## src/rtl/lcd_write_sequencer.sv

```systemverilog
// Drives a 4-bit HD44780-style character LCD: power-on init sequence, then byte writes
// accepted over valid/ready and sent as two timed, E-strobed nibbles.
module lcd_write_sequencer #(
  parameter int T_POWERUP = 750000,
  parameter int T_INIT1   = 205000,
  parameter int T_INIT2   = 5000,
  parameter int T_CMD     = 2000,
  parameter int T_LONG    = 82000,
  parameter int T_SETUP   = 2,
  parameter int T_EPULSE  = 12,
  parameter int T_HOLD    = 1,
  parameter int T_NIBBLE  = 50
) (
  input  logic       clk,
  input  logic       rst,
  input  logic       wr_valid,
  output logic       wr_ready,
  input  logic       wr_rs,
  input  logic [7:0] wr_data,
  output logic       init_done,
  output logic [3:0] SF_D,
  output logic       LCD_E,
  output logic       LCD_RS,
  output logic       LCD_RW
);

  typedef enum logic [2:0] {
    PWR_WAIT,
    STB_SETUP,
    STB_E,
    STB_HOLD,
    DELAY,
    IDLE
  } state_t;

  // Counter reload values: a state loaded with N-1 lasts N cycles.
  localparam logic [19:0] L_POWERUP = 20'(T_POWERUP - 2);
  localparam logic [19:0] L_INIT1   = 20'(T_INIT1 - 1);
  localparam logic [19:0] L_INIT2   = 20'(T_INIT2 - 1);
  localparam logic [19:0] L_CMD     = 20'(T_CMD - 1);
  localparam logic [19:0] L_LONG    = 20'(T_LONG - 1);
  localparam logic [19:0] L_SETUP   = 20'(T_SETUP - 1);
  localparam logic [19:0] L_EPULSE  = 20'(T_EPULSE - 1);
  localparam logic [19:0] L_HOLD    = 20'(T_HOLD - 1);
  localparam logic [19:0] L_NIBBLE  = 20'(T_NIBBLE - 1);

  state_t      state;
  logic [19:0] cnt;
  logic [2:0]  seq;
  logic        primed;
  logic [7:0]  data_q;
  logic        rs_q;
  logic        is_long;

  // Nibble steps: 0..3 are the init nibbles, 4 and 5 the high and low halves of a byte.
  function automatic logic [3:0] nibble_for(input logic [2:0] s, input logic [7:0] d);
    case (s)
      3'd0, 3'd1, 3'd2: nibble_for = 4'h3;
      3'd3:             nibble_for = 4'h2;
      3'd4:             nibble_for = d[7:4];
      default:          nibble_for = d[3:0];
    endcase
  endfunction

  function automatic logic [19:0] delay_for(input logic [2:0] s, input logic lng);
    case (s)
      3'd0:       delay_for = L_INIT1;
      3'd1:       delay_for = L_INIT2;
      3'd2, 3'd3: delay_for = L_CMD;
      3'd4:       delay_for = L_NIBBLE;
      default:    delay_for = lng ? L_LONG : L_CMD;
    endcase
  endfunction

  // Clear (0x01) and return-home (0x02/0x03) need the long settle time.
  assign is_long = !rs_q && (data_q[7:2] == 6'd0);
  assign LCD_RW  = 1'b0;

  always_ff @(posedge clk) begin
    if (state == IDLE && wr_valid) begin
      data_q <= wr_data;
      rs_q   <= wr_rs;
    end
  end

  always_ff @(posedge clk or negedge rst) begin
    if (!rst) begin
      state     <= PWR_WAIT;
      cnt       <= 20'd0;
      seq       <= 3'd0;
      primed    <= 1'b0;
      SF_D      <= 4'h0;
      LCD_E     <= 1'b0;
      LCD_RS    <= 1'b0;
      wr_ready  <= 1'b0;
      init_done <= 1'b0;
    end else begin
      case (state)
        PWR_WAIT: begin
          // The first cycle after reset loads the counter, so it holds T_POWERUP-2.
          if (primed || T_POWERUP == 1) begin
            if (cnt == 20'd0) begin
              state  <= STB_SETUP;
              seq    <= 3'd0;
              SF_D   <= 4'h3;
              LCD_RS <= 1'b0;
              cnt    <= L_SETUP;
            end else begin
              cnt <= cnt - 20'd1;
            end
          end else begin
            primed <= 1'b1;
            cnt    <= L_POWERUP;
          end
        end
        STB_SETUP: begin
          if (cnt == 20'd0) begin
            state <= STB_E;
            LCD_E <= 1'b1;
            cnt   <= L_EPULSE;
          end else begin
            cnt <= cnt - 20'd1;
          end
        end
        STB_E: begin
          if (cnt == 20'd0) begin
            state <= STB_HOLD;
            LCD_E <= 1'b0;
            cnt   <= L_HOLD;
          end else begin
            cnt <= cnt - 20'd1;
          end
        end
        STB_HOLD: begin
          if (cnt == 20'd0) begin
            state <= DELAY;
            cnt   <= delay_for(seq, is_long);
          end else begin
            cnt <= cnt - 20'd1;
          end
        end
        DELAY: begin
          if (cnt == 20'd0) begin
            if (seq == 3'd3 || seq == 3'd5) begin
              state     <= IDLE;
              wr_ready  <= 1'b1;
              SF_D      <= 4'h0;
              LCD_RS    <= 1'b0;
              init_done <= 1'b1;
            end else begin
              state <= STB_SETUP;
              seq   <= seq + 3'd1;
              SF_D  <= nibble_for(seq + 3'd1, data_q);
              cnt   <= L_SETUP;
            end
          end else begin
            cnt <= cnt - 20'd1;
          end
        end
        IDLE: begin
          if (wr_valid) begin
            state    <= STB_SETUP;
            seq      <= 3'd4;
            SF_D     <= wr_data[7:4];
            LCD_RS   <= wr_rs;
            wr_ready <= 1'b0;
            cnt      <= L_SETUP;
          end
        end
        default: begin
          state <= PWR_WAIT;
          cnt   <= 20'd0;
          LCD_E <= 1'b0;
        end
      endcase
    end
  end

endmodule

```

## config.mk

```make
export PLATFORM = sky130hd
export DESIGN_NAME = lcd_write_sequencer
export DESIGN_NICKNAME = d
export VERILOG_FILES = /design/src/rtl/lcd_write_sequencer.sv
export SDC_FILE = /design/constraint.sdc
export NUM_CORES = 1
export LEC_CHECK = 0
export ABC_AREA = 1
export CAP_MARGIN = 20
export CORE_ASPECT_RATIO = 2
export CORE_MARGIN = 2
export CORE_UTILIZATION = 32
export DETAILED_ROUTE_END_ITERATION = 8
export GPL_TIMING_DRIVEN = 0
export MAX_ROUTING_LAYER = met4
export SKIP_LAST_GASP = 1
export SLEW_MARGIN = 20
export SYNTH_ARGS = -nofsm -noshare
export SYNTH_HDL_FRONTEND = slang
export SYNTH_SLANG_ARGS = --single-unit
```

## constraint.sdc

```tcl
create_clock -name clk -period 1.84 [get_ports clk]
set_clock_uncertainty 0.2 [all_clocks]
set_input_delay 0.276 -clock clk [delete_from_list [all_inputs] [get_ports clk]]
set_output_delay 0.276 -clock clk [all_outputs]
set_load 0.01 [all_outputs]
```

==> results.sh, run 1 <==
export IMPL_result_of_the_run="finished with violations"
export IMPL_failed_checks="setup timing"
export IMPL_worstSetupStartpointType="register"
export IMPL_combined_area_of_all_synthesized_cells_um2=3120
export IMPL_reg2reg_from="cnt[5]$_DFFE_PN0P_"
export IMPL_power_per_cell_area_nw_per_um2=464
export IMPL_vias_per_cell=4.90
export IMPL_synth_top_area_share_pct=28.1
export IMPL_synth_seq_cells=44
export IMPL_row_count=51
export IMPL_die_h_um=144
export IMPL_worst_hold_path_type="in2async"
export IMPL_switching_share_pct=22.1
export IMPL_synth_largest_area_cell="sky130_fd_sc_hd__dfrtp_1"
export IMPL_crit_type="reg2reg"
export IMPL_cts_root_buf="sky130_fd_sc_hd__clkbuf_16"
export IMPL_cp_slowest_stage_delay_ps=420
export IMPL_design_core_area_um2=9640
export IMPL_totalWireLength_um=9560
export IMPL_cts_tree="done"
export IMPL_max_root_sink_buffers=2
export IMPL_design_final_nets=525
export IMPL_synthesis_yosys_warnings=0
export IMPL_combPwrFrac_pct=2.8
export IMPL_worst_path_most_repeated_cell="sky130_fd_sc_hd__nand2_2"
export IMPL_worst_setup_path_startpoint="cnt[5]$_DFFE_PN0P_"
export IMPL_avgRoutedWirePerCell_um=14.9
export IMPL_power_switching_uw=432
export IMPL_gpl_final_weighted_congestion=0.944
export IMPL_final_fill_count=1002
export IMPL_detail_route_iter0_violations=149
export IMPL_internal_power_uw=1530
export IMPL_r2r_worst_path_cells=8
export IMPL_cts_buffers=5
export IMPL_post_dp_hpwl_um=7330
export IMPL_synth_sequential_area_ratio_pct=36.8
export IMPL_worstPathRequired_ps=1830
export IMPL_firstDrtPassIters=4
export IMPL_post_route_cells_drive_above_1_share_pct=28.0
export IMPL_worst_setup_hold_path_clk_slew_ps=70
export IMPL_critPathSlowestCell="sky130_fd_sc_hd__dfrtp_1"
export IMPL_detailed_place_area_um2=3510
export IMPL_remaining_drc_errors=0
export IMPL_timing_max_cap_violations=0
export IMPL_grt_antenna_before_repair=0
export IMPL_share_clk_of_total_power_pct=46.4
export IMPL_p_seq_share_pct=50.9
export IMPL_dieWidth_um=73.8
export IMPL_finalWorstPathRequiredPeriod_ps=1970
export IMPL_fp_dieArea_um2=10600
export IMPL_grt_start_max_net_pins=23
export IMPL_floorplan_initialDensity_pct=32.4
export IMPL_timing_critical_path_cells="nor2_2 > nand2_2 > nor2_8 > nand3_4 > o21ai_4 > nand2_2 > nand2_1 > o21ai_2"
export IMPL_placement_io_buffers=19
export IMPL_syn_avg_cell_area_um2=7.01
export IMPL_post_synth_main_area_contributors="sky130_fd_sc_hd__dfrtp_1, sky130_fd_sc_hd__nand2_1, sky130_fd_sc_hd__edfxtp_1"
export IMPL_final_setup_viol_count=33
export IMPL_groute_usage_overall_pct=19.5
export IMPL_fmax_mhz=506
export IMPL_total_count_of_hold_check_failures_in_the_final_report=0
export IMPL_final_seq_area_um2=1150
export IMPL_synthesis_instances=445
export IMPL_max_slew_vio_count=0
export IMPL_worst_ir_drop_vdd_mv=0.511
export IMPL_total_power_uw=1960
export IMPL_routed_via_count=3137
export IMPL_grt_first_pass_wirelength_um=14900
export IMPL_power_static_leakage_uw=0.00200
export IMPL_timing_critical_path_arrival_ps=1960
export IMPL_cts_sink_count=44
export IMPL_clkLatencyLatePin_ps=300
export IMPL_instances_no_fill=640
export IMPL_htree_num_levels=2
export IMPL_antenna_cells_inserted=0
export IMPL_yosysUniqueCellTypes=35
export IMPL_hold_worst_slack_ps=217
export IMPL_grt_overflow_total=0
export IMPL_fin_area_um2=4220
export IMPL_timing_critical_path_to_type="register"
export IMPL_timing_final_crit_share_pct=107
export IMPL_setup_repair_after_global_routing_missed_its_margin="true"
export IMPL_mappedNetlistNets=463
export IMPL_antenna_left=0
export IMPL_placed_cells=597
export IMPL_multi_input_combinational_cell_area_um2=1940
export IMPL_grt_pass1_vias=3053
export IMPL_critical_path_max_fanout=7
export IMPL_timing_final_ws_setup_ps=-135
export IMPL_area_overhead_of_the_layout_relative_to_synthesis_pct=35.4
export IMPL_io_pins=21
-- state kept, by name (all words and copies together), names as in the netlist --
signal     flops
primed         1
SF_D           4
data_q         8
init_done      1
wr_ready       1
rs_q           1
seq            3
LCD_RS         1
state          3
LCD_E          1
cnt           20
-- area by class of cell --
cell class,count,area share [%]
clock inverters,3,0.444
inverters,65,5.96
repair buffers,55,12.1
plain buffers,6,1.36
well taps,132,3.91
clock buffers,5,2.96
multi-input cells,330,45.9
flip-flops and latches,44,27.3
-- cells by family (layout without fill, tap and decap cells) --
logic type	count (synthesis)	after routing	synth area share (%)
AND/OR/NAND/NOR	267	267	39.4
buffers and inverters	71	134	9.11
AO/OA/AOI/OAI	47	47	9.63
flip-flops	44	44	36.8
XOR/XNOR	9	9	2.53
adder cells (fa/ha/maj)	6	6	2.41
other	1	1	0.120
-- power by group through the flow --
stage	Sequential, µW	Clock (µW)	Combinational, µW
2_1_floorplan	1020	0	4.43
3_3_place_gp	1020	0	48.5
3_5_place_dp	1020	0	53.1
4_1_cts	996	923	55.1
5_1_grt	996	954	60.9
6_report	996	908	53.9
-- synth_stat cells (all sizes together) --
cell and n:
a21oi 13, buf 6, conb 1, dfrtp 35
edfxtp 9, ha 6, inv 65, nand2 140
nand3 44, nand3b 2, nand4 17, nor2 58
nor3 3, o211ai 6, o21a 1, o21ai 22
o21bai 3, o22ai 2, or2 3, xor2 9
-- path summary, 6_finish.rpt --
path / end / slack (ps)
max: SF_D[0]$_DFFE_PN0P_ / -130
min: init_done$_DFFE_PN0P_ / 220
max reg2reg: SF_D[0]$_DFFE_PN0P_ / -130
min reg2reg: init_done$_DFFE_PN0P_ / 270
max in group asynchronous: state[1]$_DFFE_PN0P_ / 760
min in group clk: init_done$_DFFE_PN0P_ / 270
-- placed cells by master (no fill, tap or decap), types with 10 or more instances in the layout --
| cell | instances |
|---|---|
| sky130_fd_sc_hd__inv_1 | 54 |
| sky130_fd_sc_hd__nand3_1 | 35 |
| sky130_fd_sc_hd__nand2_1 | 116 |
| sky130_fd_sc_hd__nor2_1 | 34 |
| sky130_fd_sc_hd__clkdlybuf4s50_1 | 18 |
| sky130_fd_sc_hd__dfrtp_1 | 28 |
| sky130_fd_sc_hd__a21oi_1 | 11 |
| sky130_fd_sc_hd__nor2_4 | 13 |
| sky130_fd_sc_hd__nor2_2 | 10 |
| sky130_fd_sc_hd__nand2_2 | 19 |
| sky130_fd_sc_hd__nand4_1 | 16 |
| sky130_fd_sc_hd__buf_4 | 31 |
| sky130_fd_sc_hd__o21ai_0 | 10 |
-- worst max-delay path, delay by kind of cell (launching register included) --
kind | cells | cell delay, ps
AO/OA/AOI/OAI | 2 | 350
flip-flops | 1 | 420
AND/OR/NAND/NOR | 6 | 890
-- repair_timing --
item,in CTS,in global routing
hold endpoints to repair,14,0
pin swaps,23,18
cloned,1,0
gates resized for setup,49,45
endpoints found under the setup margin,42,42
buffers inserted,20,13
hold buffers,1,0
-- routing by layer --
layer / vias up / track usage (%) / routed length [µm]
met5: - / - / 0
met4: 0 / 13.7 / 737
met3: 43 / 2.24 / 222
met2: 73 / 37.5 / 5560
met1: 1469 / 16.3 / 3040
li1: 1552 / - / -
-- stage by stage --
step | worst slack [ps] | setup TNS (ps) | utilization (%)
final | -135 | -2180 | 43.8
after global routing | -204 | -4650 | 43.8
after CTS | -121 | -2440 | 41.2
after detailed placement | -569 | -11370 | 36.4
after global placement | -657 | -34050 | 36.2
after floorplan | 1.01 | 0 | -
Note: power is estimated with default switching activity, not from simulation.
==> inputs of run 2 (changes only) <==
--- a/config.mk
+++ b/config.mk
@@ -14,7 +14,6 @@
 export GPL_TIMING_DRIVEN = 0
 export MAX_ROUTING_LAYER = met4
 export SKIP_LAST_GASP = 1
-export SLEW_MARGIN = 20
 export SYNTH_ARGS = -nofsm -noshare
 export SYNTH_HDL_FRONTEND = slang
 export SYNTH_SLANG_ARGS = --single-unit
==> run 2 against run 1 <==
The flow still finishes with violations (setup timing). Cell count is the same. Fmax grew 0.73%. Utilization about the same. Combinational power fell by 10%. Die area stayed put. First-iteration DRC count is 23% higher. Sequential power about the same. Total power increased by 0.78%. Via count increased by 0.89%. Critical path depth stayed put. Flip-flop and latch count unchanged. Largest power group unchanged.
==> results.sh, run 2 (same netlist as run 1, synthesis figures left out) <==
export IMPL_cts_sink_count=44
export IMPL_timing_max_slew_rel_slack_pct=44.0
export IMPL_timing_critical_path_to_type="register"
export IMPL_post_route_util_pct=43.8
export IMPL_grt_first_pass_wirelength_um=15300
export IMPL_placement_io_buffers=19
export IMPL_most_frequent_cells_in_the_layout="sky130_fd_sc_hd__nand2_1, sky130_fd_sc_hd__inv_1, sky130_fd_sc_hd__nand3_1"
export IMPL_result_of_the_run="finished with violations"
export IMPL_dieWidth_um=73.8
export IMPL_antenna_left=0
export IMPL_crit_type="reg2reg"
export IMPL_gpl_final_weighted_congestion=0.944
export IMPL_tightest_pin_transition_ps=841
export IMPL_cts_buffers=5
export IMPL_grt_start_max_net_pins=36
export IMPL_grt_antenna_before_repair=0
export IMPL_fp_dieArea_um2=10600
export IMPL_io_pins=21
export IMPL_timing_max_cap_violations=0
export IMPL_clkLatencyLatePin_ps=290
export IMPL_worst_setup_hold_path_clk_slew_ps=70
export IMPL_final_setup_viol_count=30
export IMPL_avgRoutedWirePerCell_um=15.1
export IMPL_timing_final_crit_share_pct=107
export IMPL_remaining_drc_errors=0
export IMPL_detail_route_iter0_violations=183
export IMPL_instances_no_fill=640
export IMPL_timing_critical_path_arrival_ps=1980
export IMPL_floorplan_initialDensity_pct=32.4
export IMPL_max_root_sink_buffers=2
export IMPL_placed_cells=596
export IMPL_fmax_mhz=510
export IMPL_layout_top_registers="cnt x20, data_q x8, SF_D x4"
export IMPL_totalWireLength_um=9650
export IMPL_power_static_leakage_uw=0.00198
export IMPL_failed_checks="setup timing"
export IMPL_cts_root_buf="sky130_fd_sc_hd__clkbuf_16"
export IMPL_die_h_um=144
export IMPL_r2r_setup_slack_ps=-120
export IMPL_timing_final_ws_setup_ps=-121
export IMPL_worst_hold_path_type="reg2reg"
export IMPL_regMostFlops="cnt"
export IMPL_htree_num_levels=2
export IMPL_antenna_cells_inserted=0
export IMPL_area_overhead_of_the_layout_relative_to_synthesis_pct=35.3
export IMPL_layout_commonest_cell="sky130_fd_sc_hd__nand2_1"
export IMPL_design_final_nets=525
export IMPL_worstPathRequired_ps=1860
export IMPL_grt_overflow_total=0
export IMPL_groute_usage_overall_pct=20.0
export IMPL_post_route_cells_drive_above_1_share_pct=28.0
export IMPL_critical_path_max_fanout=7
export IMPL_design_core_area_um2=9640
export IMPL_final_fill_count=978
export IMPL_worstSetupStartpointType="register"
export IMPL_row_count=51
export IMPL_largest_register_ff_count=20
export IMPL_cts_tree="done"
export IMPL_grt_pass1_vias=3189
export IMPL_worst_ir_drop_vdd_mv=0.506
export IMPL_post_dp_hpwl_um=7280
export IMPL_firstDrtPassIters=4
export IMPL_power_per_cell_area_nw_per_um2=468
export IMPL_finalWorstPathRequiredPeriod_ps=1960
export IMPL_max_slew_vio_count=0
export IMPL_pre_cts_ws_ps=-567
export IMPL_vias_per_cell=4.95
export IMPL_setup_repair_after_global_routing_missed_its_margin="true"
export IMPL_total_count_of_hold_check_failures_in_the_final_report=0
export IMPL_total_power_uw=1970
export IMPL_setup_total_negative_slack_ps=-2570
export IMPL_routed_via_count=3165
## run 2: layer usage
layer | vias up | routed length, µm | global-route usage (%)
li1 | 1550 | - | -
met1 | 1496 | 3120 | 17.1
met2 | 71 | 5560 | 37.3
met3 | 48 | 184 | 2.38
met4 | 0 | 794 | 15.3
met5 | - | 0 | -
## run 2: worst paths after layout
kind | from | end | depth (start not counted)
worst max-delay path | cnt[5]$_DFFE_PN0P_ | cnt[14]$_DFFE_PN0P_ | 8
worst min-delay path | LCD_RS$_DFFE_PN0P_ | LCD_RS$_DFFE_PN0P_ | 2
worst max register to register | cnt[5]$_DFFE_PN0P_ | cnt[14]$_DFFE_PN0P_ | 8
worst min register to register | LCD_RS$_DFFE_PN0P_ | LCD_RS$_DFFE_PN0P_ | 2
max in group asynchronous | rst | state[1]$_DFFE_PN0P_ | 2
min in group asynchronous | rst | cnt[15]$_DFFE_PN0P_ | 2
## run 2: repair_timing
action / CTS / global route
hold buffers: 1 / 0
setup buffers: 25 / 9
hold endpoints to repair: 35 / 0
pin swaps: 22 / 21
cloned: 1 / 0
gates resized for setup: 51 / 39
setup endpoints to repair: 42 / 42
## run 2: per-stage QoR
stage	cell area [µm²]	hold slack, ps
after floorplan	3140	-220
after global placement	3490	253
after detailed placement	3490	237
after CTS	4010	277
after global routing	4220	294
final	4220	273
## run 2: where the power goes
part | internal [µW] | switching [µW] | leakage (µW)
Combinational | 24.6 | 23.7 | 0.00142
Clock | 542 | 387 | 0.0000744
Sequential | 996 | 0.591 | 0.000480
## run 2: cell type report
cell class | instances | area [µm²] | area share (%)
Buffer | 6 | 53.8 | 1.28
Clock buffer | 7 | 143 | 3.38
Clock inverter | 1 | 6.26 | 0.148
Inverter | 65 | 246 | 5.84
Multi-Input combinational cell | 330 | 1920 | 45.6
Sequential cell | 44 | 1160 | 27.4
Tap cell | 132 | 165 | 3.91
Timing Repair Buffer | 55 | 523 | 12.4
## run 2: critical path, stage by stage (launching register included)
cell,delay (ps)
sky130_fd_sc_hd__dfrtp_1,410
sky130_fd_sc_hd__nor2_2,160
sky130_fd_sc_hd__nand2_2,120
sky130_fd_sc_hd__nor2_8,200
sky130_fd_sc_hd__nand4_4,140
sky130_fd_sc_hd__o21bai_4,290
sky130_fd_sc_hd__buf_6,200
sky130_fd_sc_hd__nand2_2,50
sky130_fd_sc_hd__nand4_1,90
